## config.mk

```make
export PLATFORM = sky130hd
export DESIGN_NAME = led_scan_ctrl_flat
export DESIGN_NICKNAME = d
export VERILOG_FILES = /design/src/rtl/led_scan_ctrl_if.sv /design/src/rtl/led_scan_ctrl.sv /design/src/flat_wrapper.sv
export SDC_FILE = /design/constraint.sdc
export NUM_CORES = 1
export LEC_CHECK = 0
export CAP_MARGIN = 20
export CORE_ASPECT_RATIO = 0.6
export CORE_UTILIZATION = 55
export CTS_CLUSTER_DIAMETER = 30
export DETAILED_ROUTE_END_ITERATION = 8
export HOLD_SLACK_MARGIN = 0.06
export MAX_ROUTING_LAYER = met4
export PLACE_DENSITY = 0.9
export SYNTH_ARGS = -nofsm -noshare
export SYNTH_HDL_FRONTEND = slang
export SYNTH_SLANG_ARGS = --single-unit
```

## constraint.sdc

```tcl
create_clock -name clk -period 2.8 [get_ports clk]
set_input_delay 0.56 -clock clk [delete_from_list [all_inputs] [get_ports clk]]
set_output_delay 0.56 -clock clk [all_outputs]
set_load 0.02 [all_outputs]
```

## src/rtl/led_scan_ctrl_if.sv

```systemverilog
// Value handshake between the CPU-side LED register and led_scan_ctrl.
// The master drives a value and blanking mode; the slave reports readiness, busy and the committed digits.
interface led_scan_ctrl_if;
   logic [31:0] value_in;
   logic        value_valid;
   logic        value_ready;
   logic        blank_lz;
   logic        busy;
   logic [31:0] bcd_out;

   modport master (
      output value_in,
      output value_valid,
      output blank_lz,
      input  value_ready,
      input  busy,
      input  bcd_out
   );

   modport slave (
      input  value_in,
      input  value_valid,
      input  blank_lz,
      output value_ready,
      output busy,
      output bcd_out
   );
endinterface

```

## src/rtl/led_scan_ctrl.sv

```systemverilog
// 8-digit seven-segment controller: iterative binary-to-BCD conversion (shift-add-3)
// feeding a free-running multiplexed digit scanner with optional leading-zero blanking.
module led_scan_ctrl #(
   parameter int CLK_DIV        = 50000,
   parameter bit SEG_ACTIVE_LOW = 1'b1
) (
   input  logic           clk,
   input  logic           rst_n,
   led_scan_ctrl_if.slave bus,
   output logic [7:0]     an,
   output logic [6:0]     seg,
   output logic           dp
);

   localparam int            CW      = $clog2(CLK_DIV);
   localparam logic [CW-1:0] CNT_MAX = CW'(CLK_DIV - 1);
   localparam logic [7:0]    AN_OFF  = SEG_ACTIVE_LOW ? 8'hFF : 8'h00;
   localparam logic [6:0]    SEG_OFF = SEG_ACTIVE_LOW ? 7'h7F : 7'h00;
   localparam logic          DP_OFF  = SEG_ACTIVE_LOW ? 1'b1 : 1'b0;

   typedef enum logic [1:0] {
      IDLE   = 2'd0,
      CONV   = 2'd1,
      COMMIT = 2'd2
   } state_t;

   state_t      state_reg;
   state_t      state_next;
   logic        ready_state;
   logic        busy_state;
   logic        value_ready_int;
   logic        accept;

   logic [31:0] bin_reg;
   logic [31:0] acc_reg;
   logic [4:0]  bitcnt_reg;
   logic [31:0] bcd_reg;
   logic [31:0] acc_adj;
   logic [63:0] dabble_shift;

   logic [CW-1:0] cnt_reg;
   logic [2:0]    idx_reg;
   logic [7:0]    digit_nz;
   logic [2:0]    top_digit;
   logic [3:0]    digit_sel;
   logic          digit_blank;
   logic [6:0]    seg_on;
   logic [7:0]    an_on;
   logic [7:0]    an_reg;
   logic [6:0]    seg_reg;
   logic          dp_reg;

   genvar gi;

   // ---------------- control FSM ----------------
   always_ff @(posedge clk) begin
      if (!rst_n) begin
         state_reg <= IDLE;
      end else begin
         state_reg <= state_next;
      end
   end

   always_comb begin
      state_next = state_reg;
      unique case (state_reg)
         IDLE:    if (accept) state_next = CONV;
         CONV:    if (bitcnt_reg == 5'd0) state_next = COMMIT;
         COMMIT:  state_next = IDLE;
         default: state_next = IDLE;
      endcase
   end

   always_comb begin
      ready_state = 1'b0;
      busy_state  = 1'b0;
      unique case (state_reg)
         IDLE:    ready_state = 1'b1;
         CONV:    busy_state  = 1'b1;
         default: ;
      endcase
   end

   // Ready is held low for as long as reset is asserted, not only after the reset edge.
   assign value_ready_int = ready_state & rst_n;
   assign accept          = bus.value_valid & value_ready_int;
   assign bus.value_ready = value_ready_int;
   assign bus.busy        = busy_state;
   assign bus.bcd_out     = bcd_reg;

   // ---------------- double-dabble datapath ----------------
   generate
      for (gi = 0; gi < 8; gi++) begin : g_adj
         assign acc_adj[4*gi +: 4] = (acc_reg[4*gi +: 4] >= 4'd5) ?
                                     (acc_reg[4*gi +: 4] + 4'd3) : acc_reg[4*gi +: 4];
      end
   endgenerate

   // The carry out of the top nibble falls off the end, which yields value mod 10^8.
   assign dabble_shift = {acc_adj, bin_reg} << 1;

   always_ff @(posedge clk) begin
      if (!rst_n) begin
         bin_reg    <= '0;
         acc_reg    <= '0;
         bitcnt_reg <= '0;
         bcd_reg    <= '0;
      end else begin
         unique case (state_reg)
            IDLE: begin
               if (accept) begin
                  bin_reg    <= bus.value_in;
                  acc_reg    <= '0;
                  bitcnt_reg <= 5'd31;
               end
            end
            CONV: begin
               acc_reg    <= dabble_shift[63:32];
               bin_reg    <= dabble_shift[31:0];
               bitcnt_reg <= bitcnt_reg - 5'd1;
            end
            COMMIT: begin
               bcd_reg <= acc_reg;
            end
            default: ;
         endcase
      end
   end

   // ---------------- digit scanner ----------------
   always_ff @(posedge clk) begin
      if (!rst_n) begin
         cnt_reg <= '0;
         idx_reg <= '0;
      end else if (cnt_reg == CNT_MAX) begin
         cnt_reg <= '0;
         idx_reg <= idx_reg + 3'd1;
      end else begin
         cnt_reg <= cnt_reg + CW'(1);
      end
   end

   generate
      for (gi = 0; gi < 8; gi++) begin : g_nz
         assign digit_nz[gi] = |bcd_reg[4*gi +: 4];
      end
   endgenerate

   always_comb begin
      top_digit = 3'd0;
      for (int i = 1; i < 8; i++) begin
         if (digit_nz[i]) top_digit = 3'(i);
      end
   end

   // Digit 0 is never blanked since top_digit is at least 0.
   assign digit_sel   = bcd_reg[4*idx_reg +: 4];
   assign digit_blank = bus.blank_lz && (idx_reg > top_digit);
   assign an_on       = 8'd1 << idx_reg;

   // Active-high glyphs, bit order {g,f,e,d,c,b,a}.
   always_comb begin
      seg_on = 7'h00;
      if (!digit_blank) begin
         unique case (digit_sel)
            4'd0:    seg_on = 7'h3F;
            4'd1:    seg_on = 7'h06;
            4'd2:    seg_on = 7'h5B;
            4'd3:    seg_on = 7'h4F;
            4'd4:    seg_on = 7'h66;
            4'd5:    seg_on = 7'h6D;
            4'd6:    seg_on = 7'h7D;
            4'd7:    seg_on = 7'h07;
            4'd8:    seg_on = 7'h7F;
            4'd9:    seg_on = 7'h6F;
            default: seg_on = 7'h00;
         endcase
      end
   end

   // XOR with the "off" pattern applies the pin polarity in one place.
   always_ff @(posedge clk) begin
      if (!rst_n) begin
         an_reg  <= AN_OFF;
         seg_reg <= SEG_OFF;
         dp_reg  <= DP_OFF;
      end else begin
         an_reg  <= an_on ^ AN_OFF;
         seg_reg <= seg_on ^ SEG_OFF;
         dp_reg  <= DP_OFF;
      end
   end

   assign an  = an_reg;
   assign seg = seg_reg;
   assign dp  = dp_reg;

endmodule
```

## src/flat_wrapper.sv

```systemverilog
// flat-port wrapper written by rule: the top's interface ports become plain ports
module led_scan_ctrl_flat 
#(
   parameter int CLK_DIV        = 50000,
   parameter bit SEG_ACTIVE_LOW = 1'b1
)
  (clk, rst_n, an, seg, dp, bus_value_in, bus_value_valid, bus_blank_lz, bus_value_ready, bus_busy, bus_bcd_out);
  led_scan_ctrl_if bus_i ();
  input  logic clk;
  input  logic rst_n;
  output logic [7:0] an;
  output logic [6:0] seg;
  output logic dp;
  input wire logic [$bits(bus_i.value_in)-1:0] bus_value_in;
  input wire logic [$bits(bus_i.value_valid)-1:0] bus_value_valid;
  input wire logic [$bits(bus_i.blank_lz)-1:0] bus_blank_lz;
  output wire logic [$bits(bus_i.value_ready)-1:0] bus_value_ready;
  output wire logic [$bits(bus_i.busy)-1:0] bus_busy;
  output wire logic [$bits(bus_i.bcd_out)-1:0] bus_bcd_out;
  assign bus_i.value_in = bus_value_in;
  assign bus_i.value_valid = bus_value_valid;
  assign bus_i.blank_lz = bus_blank_lz;
  assign bus_value_ready = bus_i.value_ready;
  assign bus_busy = bus_i.busy;
  assign bus_bcd_out = bus_i.bcd_out;
  led_scan_ctrl #(.CLK_DIV(CLK_DIV), .SEG_ACTIVE_LOW(SEG_ACTIVE_LOW)) u_core (.clk(clk), .rst_n(rst_n), .bus(bus_i), .an(an), .seg(seg), .dp(dp));
endmodule
```

==> results.json <==
{
  "grt-ovfl-total": 0,
  "max_slew_margin": 0.612,
  "p_int_w": 0.00369,
  "outcome": "finished clean",
  "yosys.area_share.adder": 0.0641,
  "netlist.area_leader.share": 0.426,
  "cts.sinks": 137,
  "finalSetupTns_ns": 0,
  "num_rows": 30,
  "ios": 86,
  "start_util": 0.568,
  "synth-xor-area-share": 0.0408,
  "numCtsBuffers": 17,
  "ant_nets": 0,
  "gp_congestion": 0.881,
  "synth-simple-area-share": 0.213,
  "die-area_mm2": 0.0122,
  "critPathMaxFanout": 4,
  "critPathMaxStageDelay_ns": 0.54,
  "cap_violations": 0,
  "grt_pass1_vias": 5405,
  "power_density_mw_per_mm2": 606,
  "avgSynthCellArea_um2": 8.42,
  "via_per_inst": 5.70,
  "crit_path_start_kind": "flip-flop",
  "cts.htree.levels": 4,
  "synth-compound-area-share": 0.143,
  "synth-main-ff-cell": "dfxtp_1",
  "fp.dieH_um": 85.8,
  "yosysUniqueCellTypes": 50,
  "diodes": 0,
  "coreArea_mm2": 0.0113,
  "cts_tree": "yes",
  "grt_start_max_net_pins": 63,
  "critPathSlowestCell": "or4_1",
  "setup_violations": 0,
  "finalClockSkew_ns": 0.0124,
  "hold_path_depth": 2,
  "grt_pass1_wl_mm": 27.2,
  "ys_seq_elements": 137,
  "min_from": "u_core.acc_reg[31]",
  "cp.depth": 10,
  "p_leak_nw": 2.99,
  "drt_iter0_markers": 632,
  "place_area_mm2": 0.00742,
  "wl_per_cell_um": 16.6,
  "synth-edff-count": 0,
  "p_sw_w": 0.00118,
  "rr_startpoint": "u_core.bus.bcd_out[20]",
  "yosysTopAreaCell": "dfxtp_1",
  "postSynthNetCount": 834,
  "synthCells": 765,
  "synthTopCellsByCount": "nand2_1 (150), dfxtp_1 (137), nor2_1 (79), a21oi_1 (69), clkbuf_1 (36)",
  "fin_crit_sh": 0.941,
  "area_growth_pct": 24.6,
  "tightest_slew_ns": 0.583,
  "cp.arrival_ns": 2.92,
  "hpwlAfterDp_mm": 10.5,
  "io_buffers": 84,
  "vias": 5724,
  "path_class": "reg2reg",
  "final_util": 0.708,
  "netSwitchingFraction": 0.242,
  "synth_top_family_by_area": "simple AND/OR/NAND/NOR gates",
  "drtPass1Iterations": 5,
  "drv_slew": 0,
  "final_area_mm2": 0.00803,
  "synth_most_common_cell": "nand2_1",
  "cts_setup_buffers": 0,
  "yosys-top-cells-area": "dfxtp_1 (43%), nand2_1 (8.7%), ha_1 (6.4%)",
  "combinationalPowerShare": 0.091,
  "grtUsageTotal": 0.297,
  "drc": 0,
  "pre_cts_slack_ns": 0.174,
  "critPathTopFamily": "simple AND/OR/NAND/NOR gates",
  "cts_buffer_depth": 2,
  "end_kind": "flip-flop",
  "crit_buf_inv": 0,
  "cp-startpoint": "u_core.bus.bcd_out[20]",
  "cts_resized": 0,
  "synth_mux_area_frac": 0.0612,
  "path_clk_slew_ns": 0.06,
  "synthArstFlopShare": 0,
  "cp_common_cell": "a21oi_1",
  "critPathRequiredTime_ns": 3.09,
  "worst_hold_path_type": "reg2reg",
  "drive_above_1_share": 0.0782,
  "clock.fmax_mhz": 379,
  "rsz0062_at_grt": "no",
  "clk_latency_ns": 0.43,
  "fin_ws_ns": 0.165,
  "yosysSeqAreaShare": 0.426,
  "die_w_um": 142,
  "syn-cell-area_mm2": 0.00644,
  "final-hold-violation-count": 0,
  "antenna_found_initial": 0,
  "postCtsHoldBufs": 0,
  "final_net_count": 901,
  "worst-r2r-cell-count": 10,
  "crit_chain": "or4_1, nand2b_1, a21oi_1, nor2_1, ha_1, nor2b_1, o21ai_0, a21oi_2, nor3_1, a21oi_1",
  "pwr-share-seq": 0.427,
  "cts_root_buf": "clkbuf_16",
  "yosys_warnings": 0,
  "ir_drop_mv": 0.428,
  "clkPwrFrac": 0.482,
  "fillers": 810,
  "drt_wl_total_mm": 16.6,
  "layout_min_cycle_time_ns": 2.64
}
## kinds of logic (layout without fill, tap and decap cells)
kind of cell / count (synthesis) / after routing
compound gates: 148 / 148
xor+xnor: 30 / 30
fa+ha+maj: 33 / 33
buf+inv: 78 / 157
flops: 137 / 137
mux: 26 / 26
other cells: 1 / 1
simple gates: 312 / 312
## cells in the final DEF, fill, tap and decap left out, drive strengths merged, types with 12 or more instances in the layout
cell	synthesis	final
nand2	151	151
o21ai	26	26
buf	12	12
xnor2	17	17
clkdlybuf4s50	0	84
nand2b	14	14
nand3	18	18
a21oi	70	70
inv	29	30
clkbuf	36	19
ha	33	33
a311oi	31	31
xor2	13	13
nor3	12	12
nor2	79	79
dfxtp	137	137
## worst min-delay path, cell delays in order (launching register included)
cell,delay [ns]
dfxtp_1,0.32
nand2_1,0.06
a21oi_1,0.05
## area by class of cell
type,instances,area [µm²],area share
clock inverter,12,175,0.0218
sequential,137,2740,0.342
inverter,30,126,0.0157
timing repair buffer,96,968,0.121
tap,160,200,0.0249
multi-input combinational,550,3380,0.421
clock buffer,19,433,0.0539
## routing by layer
metal  routed length [µm]  share of wire  vias up  track usage
met4                  282          0.017        0       0.0919
met3                 1430          0.086       27       0.0905
li1                     -              -     2758            -
met5                    0              0        -            -
met2                 7290           0.44      233        0.451
met1                 7620           0.46     2706        0.381
## metrics by stage
stage	hold slack (ns)	power, W	cells
after floorplan	0.426	0.00239	765
after global placement	0.441	0.00254	973
after detailed placement	0.462	0.00255	973
after CTS	0.472	0.00488	1004
after global routing	0.497	0.00502	1004
final	0.471	0.00487	1004
## power by group through the flow
stage / Combinational, W / Clock, W / Sequential (W)
floorplan: 0.000276 / 0 / 0.00211
global placement: 0.000423 / 0 / 0.00212
global route: 0.000487 / 0.00245 / 0.00209
detailed placement: 0.000430 / 0 / 0.00212
CTS: 0.000438 / 0.00236 / 0.00208
finish: 0.000441 / 0.00235 / 0.00208
## path summary, 6_finish.rpt
| path | to | slack (ns) |
|---|---|---|
| worst max-delay path | u_core.seg[3] | 0.16 |
| worst min-delay path | u_core.bus.bcd_out[31] | 0.47 |
| worst min register to register | u_core.bus.bcd_out[31] | 0.47 |
| worst max register to register | u_core.seg[3] | 0.16 |
(Power assumes the default switching activity.)
